$ cat src/rtl/mm_tile_issue_ctrl.sv
// Tile-by-tile command sequencer driving the iram/wram control buffers of the MXU.
// Optional RUN-state watchdog is enabled by defining MM_TILE_TIMEOUT_EN.
module mm_tile_issue_ctrl #(
  parameter int unsigned DRAIN_CYC   = 16,
  parameter int unsigned TIMEOUT_CYC = 255
) (
  input  logic        clk,
  input  logic        rst,
  input  logic        cmd_vld,
  output logic        cmd_rdy,
  input  logic [3:0]  cmd_row_len,
  input  logic [3:0]  cmd_col_len,
  input  logic [3:0]  cmd_tiles,
  input  logic [11:0] cmd_iram_addr,
  input  logic [11:0] cmd_wram_addr,
  input  logic [11:0] cmd_iram_stride,
  input  logic [11:0] cmd_wram_stride,
  output logic        buff_ctrl_start,
  output logic        buff_ctrl_vld,
  output logic [3:0]  buff_ctrl_row_len,
  output logic [3:0]  buff_ctrl_col_len,
  output logic [11:0] buff_iram_start_addr,
  output logic [11:0] buff_wram_start_addr,
  input  logic        iram_mxu_end,
  input  logic        wram_mxu_end,
  output logic        busy,
  output logic        done,
  output logic        err
);

  if (DRAIN_CYC < 1 || DRAIN_CYC > 63 || TIMEOUT_CYC < 1 || TIMEOUT_CYC > 1023) begin : g_param_check
    $error("mm_tile_issue_ctrl: DRAIN_CYC or TIMEOUT_CYC out of range");
  end

  localparam logic [5:0] DRAIN_LAST = 6'(DRAIN_CYC - 1);

  typedef enum logic [2:0] {S_IDLE, S_START, S_RUN, S_DRAIN, S_DONE} state_e;

  state_e      state_q, state_d;
  logic [3:0]  row_len_q, row_len_d;
  logic [3:0]  col_len_q, col_len_d;
  logic [3:0]  tiles_q, tiles_d;
  logic [3:0]  tile_cnt_q, tile_cnt_d;
  logic [11:0] iram_addr_q, iram_addr_d;
  logic [11:0] wram_addr_q, wram_addr_d;
  logic [11:0] iram_stride_q, iram_stride_d;
  logic [11:0] wram_stride_q, wram_stride_d;
  logic        iram_seen_q, iram_seen_d;
  logic        wram_seen_q, wram_seen_d;
  logic [5:0]  drain_cnt_q, drain_cnt_d;
  logic        cmd_rdy_q, cmd_rdy_d;
  logic        busy_q, busy_d;
  logic        start_q, start_d;
  logic        vld_q, vld_d;
  logic        done_q, done_d;
  logic        both_end;

`ifdef MM_TILE_TIMEOUT_EN
  localparam logic [9:0] WDOG_LAST = 10'(TIMEOUT_CYC - 1);
  logic [9:0] wdog_q, wdog_d;
  logic       abort_q, abort_d;
  logic       err_q, err_d;
`endif

  // A pulse arriving in the current cycle counts alongside the sticky flags.
  assign both_end = (iram_seen_q | iram_mxu_end) & (wram_seen_q | wram_mxu_end);

  always_comb begin
    // NOTE: every _d takes its held value first so no path through the case infers a latch.
    state_d       = state_q;
    row_len_d     = row_len_q;
    col_len_d     = col_len_q;
    tiles_d       = tiles_q;
    tile_cnt_d    = tile_cnt_q;
    iram_addr_d   = iram_addr_q;
    wram_addr_d   = wram_addr_q;
    iram_stride_d = iram_stride_q;
    wram_stride_d = wram_stride_q;
    iram_seen_d   = iram_seen_q;
    wram_seen_d   = wram_seen_q;
    drain_cnt_d   = drain_cnt_q;
`ifdef MM_TILE_TIMEOUT_EN
    wdog_d        = wdog_q;
    abort_d       = abort_q;
    err_d         = 1'b0;
`endif

    unique case (state_q)
      S_IDLE: begin
        if (cmd_vld) begin
          row_len_d     = cmd_row_len;
          col_len_d     = cmd_col_len;
          tiles_d       = cmd_tiles;
          tile_cnt_d    = '0;
          iram_addr_d   = cmd_iram_addr;
          wram_addr_d   = cmd_wram_addr;
          iram_stride_d = cmd_iram_stride;
          wram_stride_d = cmd_wram_stride;
          state_d       = S_START;
        end
      end
      S_START: begin
        iram_seen_d = 1'b0;
        wram_seen_d = 1'b0;
`ifdef MM_TILE_TIMEOUT_EN
        wdog_d      = '0;
`endif
        state_d     = S_RUN;
      end
      S_RUN: begin
        iram_seen_d = iram_seen_q | iram_mxu_end;
        wram_seen_d = wram_seen_q | wram_mxu_end;
        if (both_end) begin
          drain_cnt_d = '0;
          state_d     = S_DRAIN;
        end
`ifdef MM_TILE_TIMEOUT_EN
        else if (wdog_q == WDOG_LAST) begin
          err_d   = 1'b1;
          abort_d = 1'b1;
          state_d = S_DONE;
        end else begin
          wdog_d = wdog_q + 10'd1;
        end
`endif
      end
      S_DRAIN: begin
        if (drain_cnt_q == DRAIN_LAST) begin
          if (tile_cnt_q == tiles_q) begin
            state_d = S_DONE;
          end else begin
            tile_cnt_d  = tile_cnt_q + 4'd1;
            iram_addr_d = iram_addr_q + iram_stride_q;
            wram_addr_d = wram_addr_q + wram_stride_q;
            state_d     = S_START;
          end
        end else begin
          drain_cnt_d = drain_cnt_q + 6'd1;
        end
      end
      S_DONE: begin
`ifdef MM_TILE_TIMEOUT_EN
        // After a watchdog abort, DONE is held one extra cycle so done trails err.
        if (abort_q) abort_d = 1'b0;
        else         state_d = S_IDLE;
`else
        state_d = S_IDLE;
`endif
      end
      default: state_d = S_IDLE;
    endcase

    cmd_rdy_d = (state_d == S_IDLE);
    busy_d    = (state_d != S_IDLE);
    start_d   = (state_d == S_START);
    vld_d     = (state_d == S_START) || (state_d == S_RUN);
`ifdef MM_TILE_TIMEOUT_EN
    done_d    = (state_d == S_DONE) && !abort_d;
`else
    done_d    = (state_d == S_DONE);
`endif
  end

  // NOTE: state flops use non-blocking assignment so every register samples pre-edge values.
  always_ff @(posedge clk or posedge rst) begin
    if (rst) begin
      state_q       <= S_IDLE;
      row_len_q     <= '0;
      col_len_q     <= '0;
      tiles_q       <= '0;
      tile_cnt_q    <= '0;
      iram_addr_q   <= '0;
      wram_addr_q   <= '0;
      iram_stride_q <= '0;
      wram_stride_q <= '0;
      iram_seen_q   <= 1'b0;
      wram_seen_q   <= 1'b0;
      drain_cnt_q   <= '0;
      cmd_rdy_q     <= 1'b1;
      busy_q        <= 1'b0;
      start_q       <= 1'b0;
      vld_q         <= 1'b0;
      done_q        <= 1'b0;
    end else begin
      state_q       <= state_d;
      row_len_q     <= row_len_d;
      col_len_q     <= col_len_d;
      tiles_q       <= tiles_d;
      tile_cnt_q    <= tile_cnt_d;
      iram_addr_q   <= iram_addr_d;
      wram_addr_q   <= wram_addr_d;
      iram_stride_q <= iram_stride_d;
      wram_stride_q <= wram_stride_d;
      iram_seen_q   <= iram_seen_d;
      wram_seen_q   <= wram_seen_d;
      drain_cnt_q   <= drain_cnt_d;
      cmd_rdy_q     <= cmd_rdy_d;
      busy_q        <= busy_d;
      start_q       <= start_d;
      vld_q         <= vld_d;
      done_q        <= done_d;
    end
  end

`ifdef MM_TILE_TIMEOUT_EN
  always_ff @(posedge clk or posedge rst) begin
    if (rst) begin
      wdog_q  <= '0;
      abort_q <= 1'b0;
      err_q   <= 1'b0;
    end else begin
      wdog_q  <= wdog_d;
      abort_q <= abort_d;
      err_q   <= err_d;
    end
  end
  assign err = err_q;
`else
  assign err = 1'b0;
`endif

  assign cmd_rdy              = cmd_rdy_q;
  assign busy                 = busy_q;
  assign buff_ctrl_start      = start_q;
  assign buff_ctrl_vld        = vld_q;
  assign done                 = done_q;
  assign buff_ctrl_row_len    = row_len_q;
  assign buff_ctrl_col_len    = col_len_q;
  assign buff_iram_start_addr = iram_addr_q;
  assign buff_wram_start_addr = wram_addr_q;

endmodule
$ cat config.mk
export PLATFORM = sky130hd
export DESIGN_NAME = mm_tile_issue_ctrl
export DESIGN_NICKNAME = d
export VERILOG_FILES = /design/src/rtl/mm_tile_issue_ctrl.sv
export SDC_FILE = /design/constraint.sdc
export NUM_CORES = 1
export LEC_CHECK = 0
export CAP_MARGIN = 40
export CORE_ASPECT_RATIO = 1.25
export CORE_MARGIN = 2
export CORE_UTILIZATION = 35
export CTS_CLUSTER_DIAMETER = 50
export DETAILED_ROUTE_END_ITERATION = 16
export HOLD_SLACK_MARGIN = 0.06
export PLACE_DENSITY = 0.66
export SLEW_MARGIN = 20
export SYNTH_ARGS = -nofsm -noshare
export SYNTH_HDL_FRONTEND = slang
export SYNTH_SLANG_ARGS = --single-unit
$ cat constraint.sdc
create_clock -name clk -period 3.1 [get_ports clk]
set_input_delay 0.62 -clock clk [delete_from_list [all_inputs] [get_ports clk]]
set_output_delay 0.62 -clock clk [all_outputs]
set_load 0.05 [all_outputs]
==> results of run 1 <==
-- through the flow --
step | instances | total power (uW) | hold WS, ns | util, %
after detailed placement | 727 | 5310 | 0.466 | 45.1
after global placement | 727 | 5210 | 0.463 | 45.1
after global routing | 743 | 7110 | 0.506 | 48.1
after CTS | 743 | 6650 | 0.482 | 48.1
final | 743 | 6620 | 0.482 | 48.1
after floorplan | 476 | 4360 | 0.448 | -
-- power by group --
group          internal (uW)  leakage (uW)  switching, uW  total, uW
clock                    869      0.000172            440       1310
combinational           1380       0.00149           2090       3460
sequential              1480      0.000969            360       1840
-- cell usage in the layout (no fill, tap or decap), types with 2 or more instances in the layout --
| master | synthesis | layout |
|---|---|---|
| sky130_fd_sc_hd__nand2_1 | 133 | 133 |
| sky130_fd_sc_hd__clkdlybuf4s50_1 | 0 | 101 |
| sky130_fd_sc_hd__dfrtp_1 | 79 | 79 |
| sky130_fd_sc_hd__a21oi_1 | 35 | 35 |
| sky130_fd_sc_hd__o21ai_0 | 31 | 31 |
| sky130_fd_sc_hd__nor2_1 | 29 | 29 |
| sky130_fd_sc_hd__ha_1 | 24 | 24 |
| sky130_fd_sc_hd__inv_1 | 15 | 14 |
| sky130_fd_sc_hd__xnor2_1 | 12 | 12 |
| sky130_fd_sc_hd__o22ai_1 | 12 | 12 |
| sky130_fd_sc_hd__xor2_1 | 11 | 11 |
| sky130_fd_sc_hd__clkbuf_16 | 0 | 9 |
| sky130_fd_sc_hd__nand4_1 | 7 | 7 |
| sky130_fd_sc_hd__nor3_1 | 4 | 4 |
| sky130_fd_sc_hd__nand2b_1 | 4 | 4 |
| sky130_fd_sc_hd__nor2b_1 | 4 | 4 |
| sky130_fd_sc_hd__bufinv_16 | 0 | 4 |
| sky130_fd_sc_hd__nand3_1 | 3 | 3 |
| sky130_fd_sc_hd__and3_1 | 3 | 3 |
| sky130_fd_sc_hd__a31oi_1 | 3 | 3 |
| sky130_fd_sc_hd__or4_1 | 3 | 3 |
| sky130_fd_sc_hd__a32o_1 | 3 | 3 |
| sky130_fd_sc_hd__a211oi_1 | 3 | 3 |
| sky130_fd_sc_hd__o21a_1 | 3 | 3 |
| sky130_fd_sc_hd__buf_4 | 1 | 3 |
| sky130_fd_sc_hd__a21o_1 | 2 | 2 |
| sky130_fd_sc_hd__mux2i_1 | 2 | 2 |
| sky130_fd_sc_hd__or2_2 | 2 | 2 |
| sky130_fd_sc_hd__o211ai_1 | 2 | 2 |
| sky130_fd_sc_hd__a221oi_1 | 2 | 2 |
| sky130_fd_sc_hd__clkinv_4 | 1 | 2 |
| sky130_fd_sc_hd__o21bai_1 | 2 | 2 |
| sky130_fd_sc_hd__fa_1 | 2 | 2 |
| sky130_fd_sc_hd__clkinvlp_4 | 0 | 2 |
-- worst register-to-register path, stage by stage (launching register included) --
cell,delay (ns)
sky130_fd_sc_hd__dfrtp_1,0.42
sky130_fd_sc_hd__ha_1,0.24
sky130_fd_sc_hd__nand3_1,0.15
sky130_fd_sc_hd__nor3_2,0.09
sky130_fd_sc_hd__and3_4,0.29
sky130_fd_sc_hd__nor2_4,0.43
sky130_fd_sc_hd__clkinv_4,0.25
sky130_fd_sc_hd__o221a_2,0.30
-- worst paths after layout --
path	end	slack, ns	cells after the start
setup / recovery	buff_iram_start_addr[2]	0.83	7
hold reg to reg	iram_stride_q[10]	0.48	2
hold / removal	iram_stride_q[10]	0.48	2
setup reg to reg	buff_iram_start_addr[2]	0.83	7
max in group asynchronous	cmd_rdy	2.05	3
min in group asynchronous	buff_ctrl_col_len[3]	0.66	3
-- kinds of logic after synthesis --
| kind of cell | share of synthesized area (%) |
|---|---|
| compound gates | 14.6 |
| mux | 0.723 |
| other cells | 0.0866 |
| flops | 46.3 |
| simple gates | 21.2 |
| buf+inv | 4.57 |
| xor+xnor | 4.65 |
| fa+ha+maj | 7.86 |
-- flip-flops by register name (all words and copies together), names as in the netlist, 3 cells and up --
register	flops
buff_ctrl_col_len	4
buff_ctrl_row_len	4
buff_iram_start_addr	12
buff_wram_start_addr	12
drain_cnt_q	6
iram_stride_q	12
state_q	3
tile_cnt_q	4
tiles_q	4
wram_stride_q	12
-- metal layers --
| metal | vias up | GRT usage (%) | wire length, um |
|---|---|---|---|
| met5 | - | 0 | 0 |
| met4 | 0 | 8.28 | 271 |
| met3 | 17 | 3.20 | 454 |
| met2 | 85 | 29.5 | 5450 |
| met1 | 1740 | 21.3 | 4780 |
| li1 | 1830 | - | - |
-- area by class of cell --
cell class              count  area share [%]
clock inverters             7            2.47
well taps                 164            3.52
clock buffers               9            3.87
repair buffers            105            18.1
inverters                  16            1.14
multi-input cells         362            36.5
flip-flops and latches     80            34.4
==> results.txt, run 1 <==
----------------------------------------------------
[Status]
  Run status ... complete, no violations

[Synthesis]
  Post-Syn Area per Cell ... approximately 9.1 sq um
  Top flip-flop cell by instance count after synthesis ... sky130_fd_sc_hd__dfrtp_1
  Yosys top cell by area ... sky130_fd_sc_hd__dfrtp_1
  Sequential cell area fraction in the yosys report ... 46.3%
  Mapped cell area ... 4330 sq um
  Ys async rst share ... 100%
  Number of flops mapped to enable cells by yosys ... 0
  Most frequent cells after synthesis ... 133 x sky130_fd_sc_hd__nand2_1, 79 x sky130_fd_sc_hd__dfrtp_1, 35 x sky130_fd_sc_hd__a21oi_1
  Biggest area contributors in the synthesized netlist ... sky130_fd_sc_hd__dfrtp_1 46%, sky130_fd_sc_hd__nand2_1 12%, sky130_fd_sc_hd__ha_1 6.9%
  Library cell with the highest instance count after synthesis ... sky130_fd_sc_hd__nand2_1
  Post-synthesis sequential element count ... 80
  Fraction of post-synthesis cell area in the top cell type by area ... 45.7%
  Synthesized netlist cell count ... 476
  Synthesized netlist net count ... 567
  Warning count from the yosys run ... 0
  Number of different library cells in the post-synthesis netlist ... 56

[Clocking]
  Clock Pin Slew Worst Setup and Hold Paths ... 0.06 ns
  Maximum level of the CTS H-tree ... 3
  Inserted Clock Buffers ... 9
  Number of sinks handled by clock tree synthesis ... 80
  Clock tree from TritonCTS ... done
  Number of cells upsized or downsized after cts ... 0
  CTS root buffer ... sky130_fd_sc_hd__clkbuf_16
  Clock latency reported for the late side of the worst-skew pair ... 0.34 ns
  Post-CTS setup buffer count ... 0
  Maximum count of clock buffers along a single path ... 2
  Count of hold buffers inserted by post-cts repair ... 0

[Critical path]
  Startpoint class of the critical path ... register
  Category of the critical setup timing path ... reg2reg
  Slowest-stage cell, CP ... sky130_fd_sc_hd__dfrtp_1
  Buffer and inverter count on the worst path ... 1
  Worst path cell trace ... ha_1, nand3_1, nor3_2, and3_4, nor2_4, clkinv_4, o221a_2
  Arrival time at the worst endpoint ... about 2.5 ns
  Endpoint required time on the critical path ... 3.33 ns
  CP max stage delay ... around 0.42 ns
  Worst Setup SP ... drain_cnt_q[0]
  Type of destination of the critical path ... register
  Category of cells accounting for the largest share of critical-path delay ... simple AND/OR/NAND/NOR gates
  Largest fanout on the critical path ... 21
  Source of the worst register-to-register timing path ... drain_cnt_q[0]

[Floorplan]
  Starting Density ... a little over a third
  Floorplan die height ... approximately 130 um
  Std-Cell Core Area ... 12,100 sq um
  Number of cell rows ... 45
  Die area ... ~13,000 sq um
  Width of the die ... a little over 100 um
  Number of ports placed on the die boundary ... approximately 100

[Pwr]
  Leakage component of the power ... 0.00263 uW
  Total power per unit cell area ... approximately 1100 nW/um^2
  Worst voltage drop across the vdd grid ... 0.373 mV

[Layout]
  Storage cell area ... between 2000 and 2500 sq um
  Area growth syn-to-layout ... 34.6%
  Multi-input combinational cell area ... 2130 sq um
  Final cell area excluding filler cells ... 5830 sq um
  Proportion of layout cells with a drive suffix above 1 ... 6.39%
  Number of antenna repair diodes ... 0
  Nets ... 665
  Fill count ... between 1,000 and 1,500

[Routing]
  Iteration-0 DRC Markers ... 203
  Avg WL per Cell ... 14.7 um
  Total number of vias ... about 3,700
  Detailed-router iteration count before antenna repair ... 4
  Vias/cell ... ~4.9
  Antenna Nets Post-Route ... 0
  Detailed-route DRC error count ... 0
  Total Routed Length ... 11,000 um

[Worst hold path]
  Min-delay worst type ... reg2reg
  Min-delay src ... iram_stride_q[10]

[Place]
  Port bufs ... between 100 and 150
  Gpl congestion ... 0.820
  Placed Instance Area ... about 5500 sq um
  HPWL reported at the end of detailed placement ... 7720 um
  Post-Place Setup Slack ... 0.674 ns

[Global routing]
  Number of antenna violations at the first check in global routing ... 0
  Vias in the first global route ... about 3,800
  Overflow left after global routing ... 0
  GR Util All Layers ... 17.5%
  Wire length of the first global-routing pass ... roughly 18,000 um
  Maximum number of pins on one net before global-route repair ... 81

[Timing]
  Number of max-slew violations in the final report ... 0
  Final Hold Fails ... 0
  Fmax ... about 440 MHz
  Final setup violation count ... 0
  Part of the cycle the worst path needs ... 73.3%
  Time the worst path needs with I/O delays and setup ... 2.27 ns
  Worst Clk Skew ... 0.00495 ns
  Final total negative setup slack ... 0 ns
  Tightest Pin Transition ... between 0.5 and 0.6 ns
  Min setup slack post-route ... 0.829 ns
  Max_slew headroom ... roughly three fifths
  RSZ-0062 raised after global routing ... no

[Run]
  Max Cap Violations ... 0

----------------------------------------------------
(Power assumes the default switching activity.)
==> run 2: changes to the inputs <==
Clock period 3.1 ns to 2.4 ns, I/O delays scaled along.
==> results.txt, run 2 (synthesis results as in run 1) <==
----------------------------------------------------
[Clocking]
  Clock Pin Slew Worst Setup and Hold Paths ... 0.06 ns (about the same)
  Maximum level of the CTS H-tree ... 3 (unchanged)
  Clock tree from TritonCTS ... done (unchanged)
  Post-CTS setup buffer count ... 0 (unchanged)
  Inserted Clock Buffers ... 9 (unchanged)
  Maximum count of clock buffers along a single path ... 2 (unchanged)
  Number of sinks handled by clock tree synthesis ... 80 (unchanged)
  Count of hold buffers inserted by post-cts repair ... 0 (unchanged)
  Number of cells upsized or downsized after cts ... 0 (unchanged)
  CTS root buffer ... sky130_fd_sc_hd__clkbuf_16 (unchanged)
  Clock latency reported for the late side of the worst-skew pair ... 0.35 ns (was 0.34 ns)

[Global routing]
  Overflow left after global routing ... 0 (unchanged)
  Wire length of the first global-routing pass ... 18,300 um (was 18,100 um)
  Vias in the first global route ... 3,769 (was 3,836)
  Number of antenna violations at the first check in global routing ... 0 (unchanged)
  Maximum number of pins on one net before global-route repair ... 81 (unchanged)
  GR Util All Layers ... 17.9% (was 17.5%)

[Routing]
  Iteration-0 DRC Markers ... 167 (was 203)
  Avg WL per Cell ... 14.9 um (was 14.7 um)
  Detailed-router iteration count before antenna repair ... 5 (was 4)
  Total number of vias ... 3,724 (was 3,672)
  Antenna Nets Post-Route ... 0 (unchanged)
  Detailed-route DRC error count ... 0 (unchanged)
  Vias/cell ... 4.98 (was 4.94)
  Total Routed Length ... 11,200 um (was 11,000 um)

[Critical path]
  Category of the critical setup timing path ... reg2reg (unchanged)
  Largest fanout on the critical path ... 5 (was 21)
  Arrival time at the worst endpoint ... 2.46 ns (was 2.50 ns)
  Endpoint required time on the critical path ... 2.64 ns (was 3.33 ns)
  Type of destination of the critical path ... register (unchanged)
  Startpoint class of the critical path ... register (unchanged)

[Pwr]
  Worst voltage drop across the vdd grid ... 0.573 mV (was 0.373 mV)
  P_sw ... 3770 uW (was 2890 uW)
  Total power per unit cell area ... 1440 nW/um^2 (was 1140 nW/um^2)
  Seq pwr share ... 28.4% (was 27.8%)
  Part of the total power dissipated in combinational logic ... 53.7% (was 52.4%)
  Leakage component of the power ... 0.00263 uW (about the same)
  Switching share of power ... 44.8% (was 43.7%)
  Int Pwr ... 4660 uW (was 3730 uW)
  Portion of total power attributed to the clock network ... 17.9% (was 19.8%)

[Timing]
  Final-layout worst hold slack ... 0.475 ns (was 0.482 ns)
  Max_slew headroom ... 63.1% (was 61.0%)
  Final setup violation count ... 0 (unchanged)
  Final total negative setup slack ... 0 ns (unchanged)
  Worst Clk Skew ... 0.00719 ns (was 0.00495 ns)
  Number of max-slew violations in the final report ... 0 (unchanged)
  Part of the cycle the worst path needs ... 92.7% (was 73.3%)
  Fmax ... 450 MHz (was 440 MHz)
  Tightest Pin Transition ... 0.552 ns (was 0.581 ns)
  Time the worst path needs with I/O delays and setup ... 2.22 ns (was 2.27 ns)
  RSZ-0062 raised after global routing ... no (unchanged)
  Final Hold Fails ... 0 (unchanged)

[Run]
  Max Cap Violations ... 0 (unchanged)

[Place]
  Port bufs ... 101 (unchanged)
  HPWL reported at the end of detailed placement ... 8090 um (was 7720 um)
  Gpl congestion ... 0.869 (was 0.820)
  Placed Instance Area ... 5510 sq um (was 5460 sq um)

[Floorplan]
  Number of ports placed on the die boundary ... 103 (unchanged)
  Std-Cell Core Area ... 12,100 sq um (unchanged)
  Starting Density ... 35.8% (unchanged)
  Width of the die ... 103 um (unchanged)
  Die area ... 13,300 sq um (unchanged)
  Number of cell rows ... 45 (unchanged)
  Floorplan die height ... 128 um (unchanged)

[Layout]
  Most used cells in the layout excluding fill and tap cells ... 133 x sky130_fd_sc_hd__nand2_1, 101 x sky130_fd_sc_hd__clkdlybuf4s50_1, 79 x sky130_fd_sc_hd__dfrtp_1 (unchanged)
  Nets ... 670 (was 665)
  Leading cell type in the layout, fill and taps excluded ... sky130_fd_sc_hd__nand2_1 (unchanged)
  Number of antenna repair diodes ... 0 (unchanged)
  Area growth syn-to-layout ... 35.0% (was 34.6%)
  Final cell area excluding filler cells ... 5840 sq um (was 5830 sq um)
  Proportion of layout cells with a drive suffix above 1 ... 7.36% (was 6.39%)

[Status]
  Run status ... complete, no violations (unchanged)

[Worst hold path]
  Min-delay worst type ... reg2reg (unchanged)

----------------------------------------------------
==> run 2: cell type report <==
type                       count  area [sq um]
clock buffer                  10           239
inverter                      16          68.8
tap                          164           205
multi-input combinational    362          2130
fill                        1158          6260
sequential                    80          2000
clock inverter                 6          92.6
timing repair buffer         110          1100
==> run 2: power by group through the flow <==
stage | Clock (uW) | Combinational, uW | Sequential (uW)
after global placement | 0 | 4370 | 2390
final | 1510 | 4530 | 2400
after detailed placement | 0 | 4480 | 2420
after global routing | 1600 | 4980 | 2470
after floorplan | 0 | 2410 | 3220
after CTS | 1530 | 4520 | 2400
==> run 2: metal layers <==
layer  GRT usage [%]  wire length (um)
met5               0                 0
met4            6.50               225
met3            3.26               562
met2            30.9              5710
met1            22.1              4680
==> run 2: path summary, 6_finish.rpt <==
path                       slack [ns]  cells past startpoint               startpoint                        to
max in group asynchronous        1.42                      3                      rst                   cmd_rdy
setup / recovery                 0.18                      6  buff_wram_start_addr[6]  buff_wram_start_addr[10]
hold / removal                   0.48                      2     buff_ctrl_row_len[1]      buff_ctrl_row_len[1]
setup reg to reg                 0.18                      6  buff_wram_start_addr[6]  buff_wram_start_addr[10]
hold reg to reg                  0.48                      2     buff_ctrl_row_len[1]      buff_ctrl_row_len[1]
min in group asynchronous        0.59                      3                      rst         iram_stride_q[11]
==> run 2: critical path, stage by stage, from the launching register on <==
cell	delay [ns]
sky130_fd_sc_hd__dfrtp_1	0.41
sky130_fd_sc_hd__ha_1	0.37
sky130_fd_sc_hd__a21oi_1	0.25
sky130_fd_sc_hd__o21ai_0	0.20
sky130_fd_sc_hd__o21bai_1	0.22
sky130_fd_sc_hd__or4_1	0.41
sky130_fd_sc_hd__a32o_1	0.25
==> run 2: per-stage QoR <==
stage | power (uW) | util [%] | setup slack, ns | cells
2_1_floorplan | 5630 | - | 0.0752 | 476
3_3_place_gp | 6760 | 45.5 | 0.163 | 732
3_5_place_dp | 6900 | 45.5 | 0.140 | 732
4_1_cts | 8450 | 48.2 | 0.187 | 748
5_1_grt | 9060 | 48.3 | 0.0761 | 748
6_report | 8430 | 48.3 | 0.176 | 748
